`src/rtl/mips_multicycle_ctrl_pkg.sv`:
```
// Shared encodings for the MIPS multi-cycle controller: opcodes, functs, ALU codes,
// datapath mux selects and the FSM state type.
package mips_multicycle_ctrl_pkg;

    localparam logic [5:0] OP_RTYPE = 6'h00;
    localparam logic [5:0] OP_J     = 6'h02;
    localparam logic [5:0] OP_BEQ   = 6'h04;
    localparam logic [5:0] OP_ADDI  = 6'h08;
    localparam logic [5:0] OP_SLTI  = 6'h0A;
    localparam logic [5:0] OP_ANDI  = 6'h0C;
    localparam logic [5:0] OP_ORI   = 6'h0D;
    localparam logic [5:0] OP_LW    = 6'h23;
    localparam logic [5:0] OP_SW    = 6'h2B;

    localparam logic [5:0] FN_ADD = 6'h20;
    localparam logic [5:0] FN_SUB = 6'h22;
    localparam logic [5:0] FN_AND = 6'h24;
    localparam logic [5:0] FN_OR  = 6'h25;
    localparam logic [5:0] FN_SLT = 6'h2A;

    localparam logic [2:0] ALU_AND = 3'b000;
    localparam logic [2:0] ALU_OR  = 3'b001;
    localparam logic [2:0] ALU_ADD = 3'b010;
    localparam logic [2:0] ALU_SUB = 3'b011;
    localparam logic [2:0] ALU_SLT = 3'b100;

    localparam logic [1:0] SRCB_RT     = 2'b00;
    localparam logic [1:0] SRCB_FOUR   = 2'b01;
    localparam logic [1:0] SRCB_IMM    = 2'b10;
    localparam logic [1:0] SRCB_IMM_SH = 2'b11;

    localparam logic [1:0] PCSRC_ALU    = 2'b00;
    localparam logic [1:0] PCSRC_ALUOUT = 2'b01;
    localparam logic [1:0] PCSRC_JUMP   = 2'b10;

    typedef enum logic [3:0] {
        S_IDLE, S_FETCH, S_DECODE, S_R_EXEC, S_R_WB, S_I_EXEC, S_I_WB,
        S_MEM_ADDR, S_MEM_READ, S_MEM_WB, S_MEM_WRITE, S_BRANCH, S_JUMP,
        S_ERROR, S_TRAP
    } state_e;

    // States that hold a memory request open and therefore run the timeout counter.
    function automatic logic is_mem_wait(input state_e s);
        return (s == S_FETCH) || (s == S_MEM_READ) || (s == S_MEM_WRITE);
    endfunction

endpackage

```
`src/rtl/mips_multicycle_ctrl_if.sv`:
```
// Controller <-> datapath bundle: IR fields and memory ack in, mux/enable/ALU selects out.
interface mips_multicycle_ctrl_if;
    logic [5:0] opcode;
    logic [5:0] funct;
    logic       mem_ready;
    logic       pc_write;
    logic       pc_write_cond;
    logic [1:0] pc_src;
    logic       i_or_d;
    logic       mem_read;
    logic       mem_write;
    logic       ir_write;
    logic       reg_write;
    logic       reg_dst;
    logic       memtoreg;
    logic       alu_src_a;
    logic [1:0] alu_src_b;
    logic       ext_zero;
    logic [2:0] alu_ctrl;
    logic       instr_done;
    logic       bus_err;
    logic       trap;

    modport master (
        input  opcode, funct, mem_ready,
        output pc_write, pc_write_cond, pc_src, i_or_d, mem_read, mem_write, ir_write,
               reg_write, reg_dst, memtoreg, alu_src_a, alu_src_b, ext_zero, alu_ctrl,
               instr_done, bus_err, trap
    );

    modport slave (
        output opcode, funct, mem_ready,
        input  pc_write, pc_write_cond, pc_src, i_or_d, mem_read, mem_write, ir_write,
               reg_write, reg_dst, memtoreg, alu_src_a, alu_src_b, ext_zero, alu_ctrl,
               instr_done, bus_err, trap
    );
endinterface

```
`src/rtl/mips_multicycle_ctrl_alu_decode.sv`:
```
// mips_alu_decode: combinational (opcode, funct) -> ALU operation, immediate extension, legality.
// Shared with the single-cycle top.
module mips_alu_decode
    import mips_multicycle_ctrl_pkg::*;
(
    input  logic [5:0] op,
    input  logic [5:0] funct,
    output logic [2:0] alu_ctrl,
    output logic       ext_zero,
    output logic       legal
);
    // NOTE: every output gets a default before the case so no path leaves one unassigned (no latch).
    always_comb begin
        alu_ctrl = ALU_ADD;
        ext_zero = 1'b0;
        legal    = 1'b1;
        case (op)
            OP_RTYPE: begin
                case (funct)
                    FN_ADD:  alu_ctrl = ALU_ADD;
                    FN_SUB:  alu_ctrl = ALU_SUB;
                    FN_AND:  alu_ctrl = ALU_AND;
                    FN_OR:   alu_ctrl = ALU_OR;
                    FN_SLT:  alu_ctrl = ALU_SLT;
                    default: legal    = 1'b0;
                endcase
            end
            OP_ADDI:      alu_ctrl = ALU_ADD;
            OP_SLTI:      alu_ctrl = ALU_SLT;
            OP_ANDI: begin
                alu_ctrl = ALU_AND;
                ext_zero = 1'b1;
            end
            OP_ORI: begin
                alu_ctrl = ALU_OR;
                ext_zero = 1'b1;
            end
            OP_LW, OP_SW: alu_ctrl = ALU_ADD;
            OP_BEQ:       alu_ctrl = ALU_SUB;
            OP_J:         alu_ctrl = ALU_ADD;
            default:      legal    = 1'b0;
        endcase
    end
endmodule

```
`src/rtl/mips_multicycle_ctrl.sv`:
```
// Multi-cycle main control FSM (FETCH/DECODE/EXEC/MEM/WB) with memory-timeout ERROR state.
// Define MIPS_ILLEGAL_TRAP_EN to trap on illegal instructions instead of treating them as NOPs.
module mips_multicycle_ctrl
    import mips_multicycle_ctrl_pkg::*;
#(
    parameter int MEM_TIMEOUT = 16,
    parameter int TO_W        = 5
) (
    input  logic                   clk,
    input  logic                   rst_n,
    mips_multicycle_ctrl_if.master bus
);
    state_e          state_q, state_d;
    logic [5:0]      op_q, op_d;
    logic [5:0]      funct_q, funct_d;
    logic [TO_W-1:0] to_cnt_q, to_cnt_d;

    logic [5:0] dec_op, dec_funct;
    logic [2:0] dec_alu;
    logic       dec_ez, dec_legal;
    logic       timeout_hit;

    // In DECODE the live IR fields are decoded; afterwards only the captured copies matter.
    assign dec_op    = (state_q == S_DECODE) ? bus.opcode : op_q;
    assign dec_funct = (state_q == S_DECODE) ? bus.funct  : funct_q;

    mips_alu_decode u_alu_decode (
        .op       (dec_op),
        .funct    (dec_funct),
        .alu_ctrl (dec_alu),
        .ext_zero (dec_ez),
        .legal    (dec_legal)
    );

    assign timeout_hit = (MEM_TIMEOUT != 0) && is_mem_wait(state_q) && !bus.mem_ready &&
                         (to_cnt_q == TO_W'(MEM_TIMEOUT - 1));

    always_comb begin
        state_d           = state_q;
        op_d              = op_q;
        funct_d           = funct_q;
        bus.pc_write      = 1'b0;
        bus.pc_write_cond = 1'b0;
        bus.pc_src        = PCSRC_ALU;
        bus.i_or_d        = 1'b0;
        bus.mem_read      = 1'b0;
        bus.mem_write     = 1'b0;
        bus.ir_write      = 1'b0;
        bus.reg_write     = 1'b0;
        bus.reg_dst       = 1'b0;
        bus.memtoreg      = 1'b0;
        bus.alu_src_a     = 1'b0;
        bus.alu_src_b     = SRCB_RT;
        bus.ext_zero      = 1'b0;
        bus.alu_ctrl      = ALU_AND;
        bus.instr_done    = 1'b0;
        bus.bus_err       = 1'b0;
        bus.trap          = 1'b0;

        case (state_q)
            S_IDLE: state_d = S_FETCH;
            S_FETCH: begin
                bus.mem_read  = 1'b1;
                bus.alu_src_b = SRCB_FOUR;
                bus.alu_ctrl  = ALU_ADD;
                bus.ir_write  = bus.mem_ready;
                bus.pc_write  = bus.mem_ready;
                if (bus.mem_ready) state_d = S_DECODE;
                else if (timeout_hit) state_d = S_ERROR;
            end
            S_DECODE: begin
                bus.alu_src_b = SRCB_IMM_SH;
                bus.alu_ctrl  = ALU_ADD;
                op_d          = bus.opcode;
                funct_d       = bus.funct;
                if (!dec_legal) begin
`ifdef MIPS_ILLEGAL_TRAP_EN
                    state_d = S_TRAP;
`else
                    bus.instr_done = 1'b1;
                    state_d        = S_FETCH;
`endif
                end else begin
                    case (bus.opcode)
                        OP_RTYPE:                         state_d = S_R_EXEC;
                        OP_ADDI, OP_SLTI, OP_ANDI, OP_ORI: state_d = S_I_EXEC;
                        OP_LW, OP_SW:                     state_d = S_MEM_ADDR;
                        OP_BEQ:                           state_d = S_BRANCH;
                        OP_J:                             state_d = S_JUMP;
                        default:                          state_d = S_FETCH;
                    endcase
                end
            end
            S_R_EXEC: begin
                bus.alu_src_a = 1'b1;
                bus.alu_src_b = SRCB_RT;
                bus.alu_ctrl  = dec_alu;
                state_d       = S_R_WB;
            end
            S_R_WB: begin
                bus.reg_write  = 1'b1;
                bus.reg_dst    = 1'b1;
                bus.instr_done = 1'b1;
                state_d        = S_FETCH;
            end
            S_I_EXEC: begin
                bus.alu_src_a = 1'b1;
                bus.alu_src_b = SRCB_IMM;
                bus.ext_zero  = dec_ez;
                bus.alu_ctrl  = dec_alu;
                state_d       = S_I_WB;
            end
            S_I_WB: begin
                bus.reg_write  = 1'b1;
                bus.instr_done = 1'b1;
                state_d        = S_FETCH;
            end
            S_MEM_ADDR: begin
                bus.alu_src_a = 1'b1;
                bus.alu_src_b = SRCB_IMM;
                bus.alu_ctrl  = ALU_ADD;
                state_d       = (op_q == OP_SW) ? S_MEM_WRITE : S_MEM_READ;
            end
            S_MEM_READ: begin
                bus.mem_read = 1'b1;
                bus.i_or_d   = 1'b1;
                if (bus.mem_ready) state_d = S_MEM_WB;
                else if (timeout_hit) state_d = S_ERROR;
            end
            S_MEM_WB: begin
                bus.reg_write  = 1'b1;
                bus.memtoreg   = 1'b1;
                bus.instr_done = 1'b1;
                state_d        = S_FETCH;
            end
            S_MEM_WRITE: begin
                bus.mem_write  = 1'b1;
                bus.i_or_d     = 1'b1;
                bus.instr_done = bus.mem_ready;
                if (bus.mem_ready) state_d = S_FETCH;
                else if (timeout_hit) state_d = S_ERROR;
            end
            S_BRANCH: begin
                bus.alu_src_a     = 1'b1;
                bus.alu_src_b     = SRCB_RT;
                bus.alu_ctrl      = ALU_SUB;
                bus.pc_write_cond = 1'b1;
                bus.pc_src        = PCSRC_ALUOUT;
                bus.instr_done    = 1'b1;
                state_d           = S_FETCH;
            end
            S_JUMP: begin
                bus.pc_write   = 1'b1;
                bus.pc_src     = PCSRC_JUMP;
                bus.instr_done = 1'b1;
                state_d        = S_FETCH;
            end
            S_ERROR: bus.bus_err = 1'b1;
            S_TRAP: begin
`ifdef MIPS_ILLEGAL_TRAP_EN
                bus.trap = 1'b1;
`endif
            end
            default: state_d = S_IDLE;
        endcase

        // Counter only survives a cycle spent waiting in the same memory state.
        to_cnt_d = '0;
        if (is_mem_wait(state_q) && !bus.mem_ready && (state_d == state_q))
            to_cnt_d = to_cnt_q + 1'b1;
    end

    // NOTE: sequential state uses non-blocking assignments so every flop samples pre-edge values.
    always_ff @(posedge clk or negedge rst_n) begin
        if (!rst_n) begin
            state_q  <= S_IDLE;
            op_q     <= '0;
            funct_q  <= '0;
            to_cnt_q <= '0;
        end else begin
            state_q  <= state_d;
            op_q     <= op_d;
            funct_q  <= funct_d;
            to_cnt_q <= to_cnt_d;
        end
    end
endmodule

```
`src/flat_wrapper.sv`:
```
// flat-port wrapper written by rule: the top's interface ports become plain ports
module mips_multicycle_ctrl_flat import mips_multicycle_ctrl_pkg::*;
#(
    parameter int MEM_TIMEOUT = 16,
    parameter int TO_W        = 5
)
  (clk, rst_n, bus_opcode, bus_funct, bus_mem_ready, bus_pc_write, bus_pc_write_cond, bus_pc_src, bus_i_or_d, bus_mem_read, bus_mem_write, bus_ir_write, bus_reg_write, bus_reg_dst, bus_memtoreg, bus_alu_src_a, bus_alu_src_b, bus_ext_zero, bus_alu_ctrl, bus_instr_done, bus_bus_err, bus_trap);
  mips_multicycle_ctrl_if bus_i ();
  input  logic clk;
  input  logic rst_n;
  input wire logic [$bits(bus_i.opcode)-1:0] bus_opcode;
  input wire logic [$bits(bus_i.funct)-1:0] bus_funct;
  input wire logic [$bits(bus_i.mem_ready)-1:0] bus_mem_ready;
  output wire logic [$bits(bus_i.pc_write)-1:0] bus_pc_write;
  output wire logic [$bits(bus_i.pc_write_cond)-1:0] bus_pc_write_cond;
  output wire logic [$bits(bus_i.pc_src)-1:0] bus_pc_src;
  output wire logic [$bits(bus_i.i_or_d)-1:0] bus_i_or_d;
  output wire logic [$bits(bus_i.mem_read)-1:0] bus_mem_read;
  output wire logic [$bits(bus_i.mem_write)-1:0] bus_mem_write;
  output wire logic [$bits(bus_i.ir_write)-1:0] bus_ir_write;
  output wire logic [$bits(bus_i.reg_write)-1:0] bus_reg_write;
  output wire logic [$bits(bus_i.reg_dst)-1:0] bus_reg_dst;
  output wire logic [$bits(bus_i.memtoreg)-1:0] bus_memtoreg;
  output wire logic [$bits(bus_i.alu_src_a)-1:0] bus_alu_src_a;
  output wire logic [$bits(bus_i.alu_src_b)-1:0] bus_alu_src_b;
  output wire logic [$bits(bus_i.ext_zero)-1:0] bus_ext_zero;
  output wire logic [$bits(bus_i.alu_ctrl)-1:0] bus_alu_ctrl;
  output wire logic [$bits(bus_i.instr_done)-1:0] bus_instr_done;
  output wire logic [$bits(bus_i.bus_err)-1:0] bus_bus_err;
  output wire logic [$bits(bus_i.trap)-1:0] bus_trap;
  assign bus_i.opcode = bus_opcode;
  assign bus_i.funct = bus_funct;
  assign bus_i.mem_ready = bus_mem_ready;
  assign bus_pc_write = bus_i.pc_write;
  assign bus_pc_write_cond = bus_i.pc_write_cond;
  assign bus_pc_src = bus_i.pc_src;
  assign bus_i_or_d = bus_i.i_or_d;
  assign bus_mem_read = bus_i.mem_read;
  assign bus_mem_write = bus_i.mem_write;
  assign bus_ir_write = bus_i.ir_write;
  assign bus_reg_write = bus_i.reg_write;
  assign bus_reg_dst = bus_i.reg_dst;
  assign bus_memtoreg = bus_i.memtoreg;
  assign bus_alu_src_a = bus_i.alu_src_a;
  assign bus_alu_src_b = bus_i.alu_src_b;
  assign bus_ext_zero = bus_i.ext_zero;
  assign bus_alu_ctrl = bus_i.alu_ctrl;
  assign bus_instr_done = bus_i.instr_done;
  assign bus_bus_err = bus_i.bus_err;
  assign bus_trap = bus_i.trap;
  mips_multicycle_ctrl #(.MEM_TIMEOUT(MEM_TIMEOUT), .TO_W(TO_W)) u_core (.clk(clk), .rst_n(rst_n), .bus(bus_i));
endmodule
```
`config.mk`:
```
export PLATFORM = sky130hd
export DESIGN_NAME = mips_multicycle_ctrl_flat
export DESIGN_NICKNAME = d
export VERILOG_FILES = /design/src/rtl/mips_multicycle_ctrl_pkg.sv /design/src/rtl/mips_multicycle_ctrl_if.sv /design/src/rtl/mips_multicycle_ctrl_alu_decode.sv /design/src/rtl/mips_multicycle_ctrl.sv /design/src/flat_wrapper.sv
export SDC_FILE = /design/constraint.sdc
export NUM_CORES = 1
export LEC_CHECK = 0
export CAP_MARGIN = 30
export CORE_ASPECT_RATIO = 0.75
export CORE_MARGIN = 2
export CORE_UTILIZATION = 45
export DETAILED_ROUTE_END_ITERATION = 16
export PLACE_DENSITY = 0.74
export SETUP_SLACK_MARGIN = 0.4
export SKIP_LAST_GASP = 1
export SLEW_MARGIN = 20
export SYNTH_ARGS = -nofsm -noshare
export SYNTH_HDL_FRONTEND = slang
export SYNTH_SLANG_ARGS = --single-unit
```
`constraint.sdc`:
```
create_clock -name clk -period 3.4 [get_ports clk]
set_clock_uncertainty 0.15 [all_clocks]
set_input_delay 1.02 -clock clk [delete_from_list [all_inputs] [get_ports clk]]
set_output_delay 1.02 -clock clk [all_outputs]
set_load 0.01 [all_outputs]
```
== Word-level counts from Yosys, hierarchy flattened ==
Index checks and enable logic that the tools add are counted.
Word-level totals
  bits of input ports: 15
  latch bits: 0
  bits in read-only memories: 0
  output and inout port bits: 21
  memories kept: 0
  logic and storage cells: 100
  flip-flop bits (word level): 21
  memory bits (writable): 0
Cells by class
  divide/modulo/power cells: 0
  order comparisons: 0
  multiplexer cells: 33
  equality and inequality tests: 38
  reduce and logical (&&, ||, !) cells: 24
  add/sub/neg operators: 1
  shift-type cells: 0
  bitwise operators: 0
  multiply operators: 0
Operator list (count)
  $eq A6 B6 Y1 const B: 10
  $eq A6 B4 Y1 const B: 8
  $pmux W4 S9: 1
  $eq A4 B4 Y1 const B: 7
  $mux W4: 5
  $pmux W4 S5: 1
  $eq A4 B3 Y1 const B: 4
  $pmux W3 S5: 1
  $mux W1: 14
  $reduce_or A2 Y1: 7
  $eq A6 B2 Y1 const B: 2
  $eq A6 B3 Y1 const B: 2
  $logic_not A6 Y1: 2
  $mux W6: 2
  $pmux W3 S4: 1
  $reduce_or A5 Y1: 2
  $pmux W3 S3: 1
  $eq A4 B2 Y1 const B: 2
  $reduce_or A4 Y1: 2
  $reduce_or A8 Y1: 1
  $pmux W2 S3: 1
  $reduce_or A3 Y1: 2
  $reduce_or A6 Y1: 1
  $add A5 B1 Y5 const B: 1
  other kinds (12): 16

== Logic depth before layout (Yosys ltp) ==
  word-level depth: 11
  mapped depth: 9
  gate-level depth less buffers: 8

== Modules after synthesis ==
Synthesis repeated with hierarchy kept, for this count alone.
Unflattened totals
  cells, all modules: 182
  area, all modules: 1632.8 sq um
Modules (own cells, without submodules)
  mips_multicycle_ctrl: instances 1, area an instance 1410.1 sq um, cells each 152, seq. area each 525.5 sq um
  mips_alu_decode: instances 1, area an instance 222.7 sq um, cells each 30, seq. area each 0.0 sq um

== Worst setup path before layout ==
OpenSTA, ideal clock, no wires.
  path type: input-to-output
  from: input bus_opcode[1]
  to: output bus_instr_done
  data required time: 2.230 ns
  buffers on the path: 1
  data arrival time: 2.594 ns
  stages: 6
  path slack: -0.364 ns
  cell sequence: clkbuf_1 or2_2 a2111oi_0 nor4_1 o41a_2 o22ai_1
On the way
  longest elaborated chain between the ends: 6
  elaborated cells between the ends (all ways): 14
  classes of those cells: 8 x eq/ne; 4 x mux; 2 x reduce/logical
Ends and longest elaborated chain
  start: declaration: RTL line flat_wrapper.sv:11  | input wire logic [$bits(bus_i.opcode)-1:0] bus_opcode;
  $mux W6 *: RTL line mips_multicycle_ctrl.sv:24  | assign dec_op = (state_q == S_DECODE) ? bus.opcode : op_q;
  $eq A6 B2 Y1 (tied with other cells): RTL line mips_multicycle_ctrl_alu_decode.sv:17  | case (op)
  $reduce_or A8 Y1 (no line)
  $pmux W1 S2 *: RTL line mips_multicycle_ctrl_alu_decode.sv:17
  $mux W1 *: RTL line mips_multicycle_ctrl.sv:76  | if (!dec_legal) begin
  $pmux W1 S3 *: RTL line mips_multicycle_ctrl.sv:60  | case (state_q)
  end: declaration: RTL line flat_wrapper.sv:28  | output wire logic [$bits(bus_i.instr_done)-1:0] bus_instr_done;
Mark *: on every way between the ends. The rest lies on a longest branch, timed or not.

== Worst setup path after layout ==
  from: input bus_opcode[4]
  to: output bus_instr_done
Same word-level chain as after synthesis.

==> results.cfg <==
[finish]
layout.nets = 349
multiInputGateArea_mm2 = 0.00135
drive_gt1_frac = 0.363
syn_to_final_growth_pct = 57.3
post-route-util = 0.761
layout_common_cells = buf_4, nand2_1, nor2_1
diodes = 0
layout_commonest_cell = buf_4
fill_cells = 279
area.sequential_um2 = 526

[logic_synthesis]
syn-num-nets = 264
async_flop_share = 1.00
synth_ff_type = dfrtp_1
synth-edff-count = 0
yosys_warnings = 0
avgSynthCellArea_um2 = 7.36
synth_seq_area_share = 0.289
synthCells = 247
synth_area_mm2 = 0.00182
synth-seq-cells = 21
synth_cell_types = 55

[clock_tree]
numCtsBuffers = 3
cts_num_sinks = 21
clk_latency_ps = 270
cts_max_level = 1
path_clk_slew_ps = 80
cts_tree = yes
cts_root_buf = clkbuf_8
cts_buffer_depth = 2
hold_buffers = 0

[setup_path]
path_class = in2out
critPathArrivalTime_ps = 2600
startpoint = bus_opcode[4]
crit_path_end_kind = output pin
critPathMaxFanout = 3
cp.required_ps = 2230
cp-start-kind = primary input
r2r_start = u_core.state_q[2]$_DFF_PN0_

[global_route]
grt.overflow.total = 0
grt_pass1_wl_um = 10000
antenna_found_initial = 0
grt_pass1_vias = 2116
grt_max_degree = 25
grt_use_total = 0.279

[pwr]
powerDensity_mw_per_mm2 = 785
p_leak_uw = 0.00139
ir_worst_vdd_v = 0.000456
power.total_uw = 2250

[timing]
final_hold_viol_count = 0
period_minus_slack_ps = 3770
setup_viol = 5
fin_ws_ps = -367
fmax_mhz = 265
period_share = 1.11
slew_violations = 0
rsz0062_at_grt = true

[detailed_routing]
ant_nets = 0
via_per_inst = 5.82
first_pass_iters = 5
drcViolationCount = 0
wl_um = 6310
via_count = 2229
drt_iter0_drc = 165
wl_per_cell_um = 16.5

[placed_design]
hpwl_um = 4280
gp_congestion = 0.986
io_buffers = 34

[run_status]
status = finished with violations
failed_checks = negative setup slack

[run]
drv_cap = 0

[floorplanning]
die_w_um = 77.4
initial_utilization = 0.484
row_count = 19
io_pins = 36
coreArea_mm2 = 0.00376
die_h_um = 59.0
die-area_mm2 = 0.00457

[min_path]
hold_start = u_core.to_cnt_q[0]$_DFF_PN0_
min_path_type = reg2reg
## logic make-up after synthesis
logic type               synth area share
multiplexers                       0.0337
buffers and inverters              0.0661
AO/OA/AOI/OAI                       0.225
flip-flops                          0.289
XOR/XNOR                           0.0145
other                             0.00206
adder cells (fa/ha/maj)            0.0138
AND/OR/NAND/NOR                     0.356
## metal layers
layer	global-route usage	up-vias	routed length, µm
li1	-	1046	-
met1	0.376	1032	2750
met2	0.450	127	2760
met3	0.0732	24	657
met4	0.0816	0	147
met5	0	-	0
## path summary, 6_finish.rpt
path | to | depth (start not counted) | slack (ps)
max | bus_instr_done | 8 | -370
min | u_core.to_cnt_q[0]$_DFF_PN0_ | 1 | 320
max reg2reg | u_core.state_q[1]$_DFF_PN0_ | 9 | 780
min reg2reg | u_core.to_cnt_q[0]$_DFF_PN0_ | 1 | 320
max in group asynchronous | u_core.funct_q[5]$_DFF_PN0_ | 2 | 1910
min in group asynchronous | u_core.state_q[2]$_DFF_PN0_ | 2 | 950
## power by group
group	switching, µW	internal (µW)	total, µW
registers	62.5	348	411
logic	877	785	1660
clock network	89.2	83.8	173
## registers in the layout, indices dropped and copies added, names as in the netlist
register         flops
u_core.funct_q       6
u_core.op_q          6
u_core.state_q       4
u_core.to_cnt_q      5
## cell type report
class,count,area share
clock buffers,4,0.0157
flip-flops and latches,21,0.184
inverters,9,0.0131
well taps,52,0.0227
repair buffers,100,0.292
multi-input cells,197,0.472
## per-stage QoR
step | std cells | TNS (ps) | worst slack (ps) | hold slack [ps] | cell area [µm²]
3_5_place_dp | 370 | -5560 | -1120 | 310 | 2620
3_3_place_gp | 370 | -5250 | -1040 | 303 | 2620
2_1_floorplan | 247 | -156 | -96.9 | 283 | 1900
4_1_cts | 382 | -1240 | -372 | 321 | 2800
6_report | 383 | -1190 | -367 | 321 | 2860
5_1_grt | 383 | -1500 | -428 | 329 | 2860
## synthesized netlist by cell type (all sizes together), types with 2 or more instances
library cell | instances | area (µm²)
nand2 | 36 | 135
nor2 | 28 | 105
dfrtp | 21 | 526
o21ai | 16 | 80.1
clkbuf | 15 | 56.3
nand2b | 12 | 75.1
nor3 | 12 | 60.1
a21oi | 10 | 50.1
inv | 9 | 33.8
a211oi | 6 | 45.0
or2 | 6 | 37.5
buf | 5 | 30.0
mux2i | 5 | 50.1
nor2b | 5 | 31.3
nand3 | 4 | 20.0
o22ai | 4 | 25.0
nand3b | 3 | 22.5
nor3b | 3 | 27.5
nor4 | 3 | 18.8
o211ai | 3 | 22.5
a21o | 2 | 15.0
a221o | 2 | 20.0
a31oi | 2 | 12.5
and3 | 2 | 12.5
ha | 2 | 25.0
o32ai | 2 | 17.5
o41ai | 2 | 25.0
or3b | 2 | 17.5
xor2 | 2 | 17.5
## worst max-delay path, cell delays in order
cell           delay, ps
dlygate4sd2_1        270
nor3_1               270
mux2i_1              170
or2_4                300
nor3b_4              190
o41a_2               170
o22ai_2               50
buf_2                140
## timing repair
| item | 4_1_cts | 5_1_grt |
|---|---|---|
| pin swaps | 16 | 4 |
| gates resized for setup | 101 | 13 |
| setup buffers | 8 | 1 |
| setup endpoints to repair | 19 | 15 |
No activity file was read; power rests on OpenSTA's default activity.
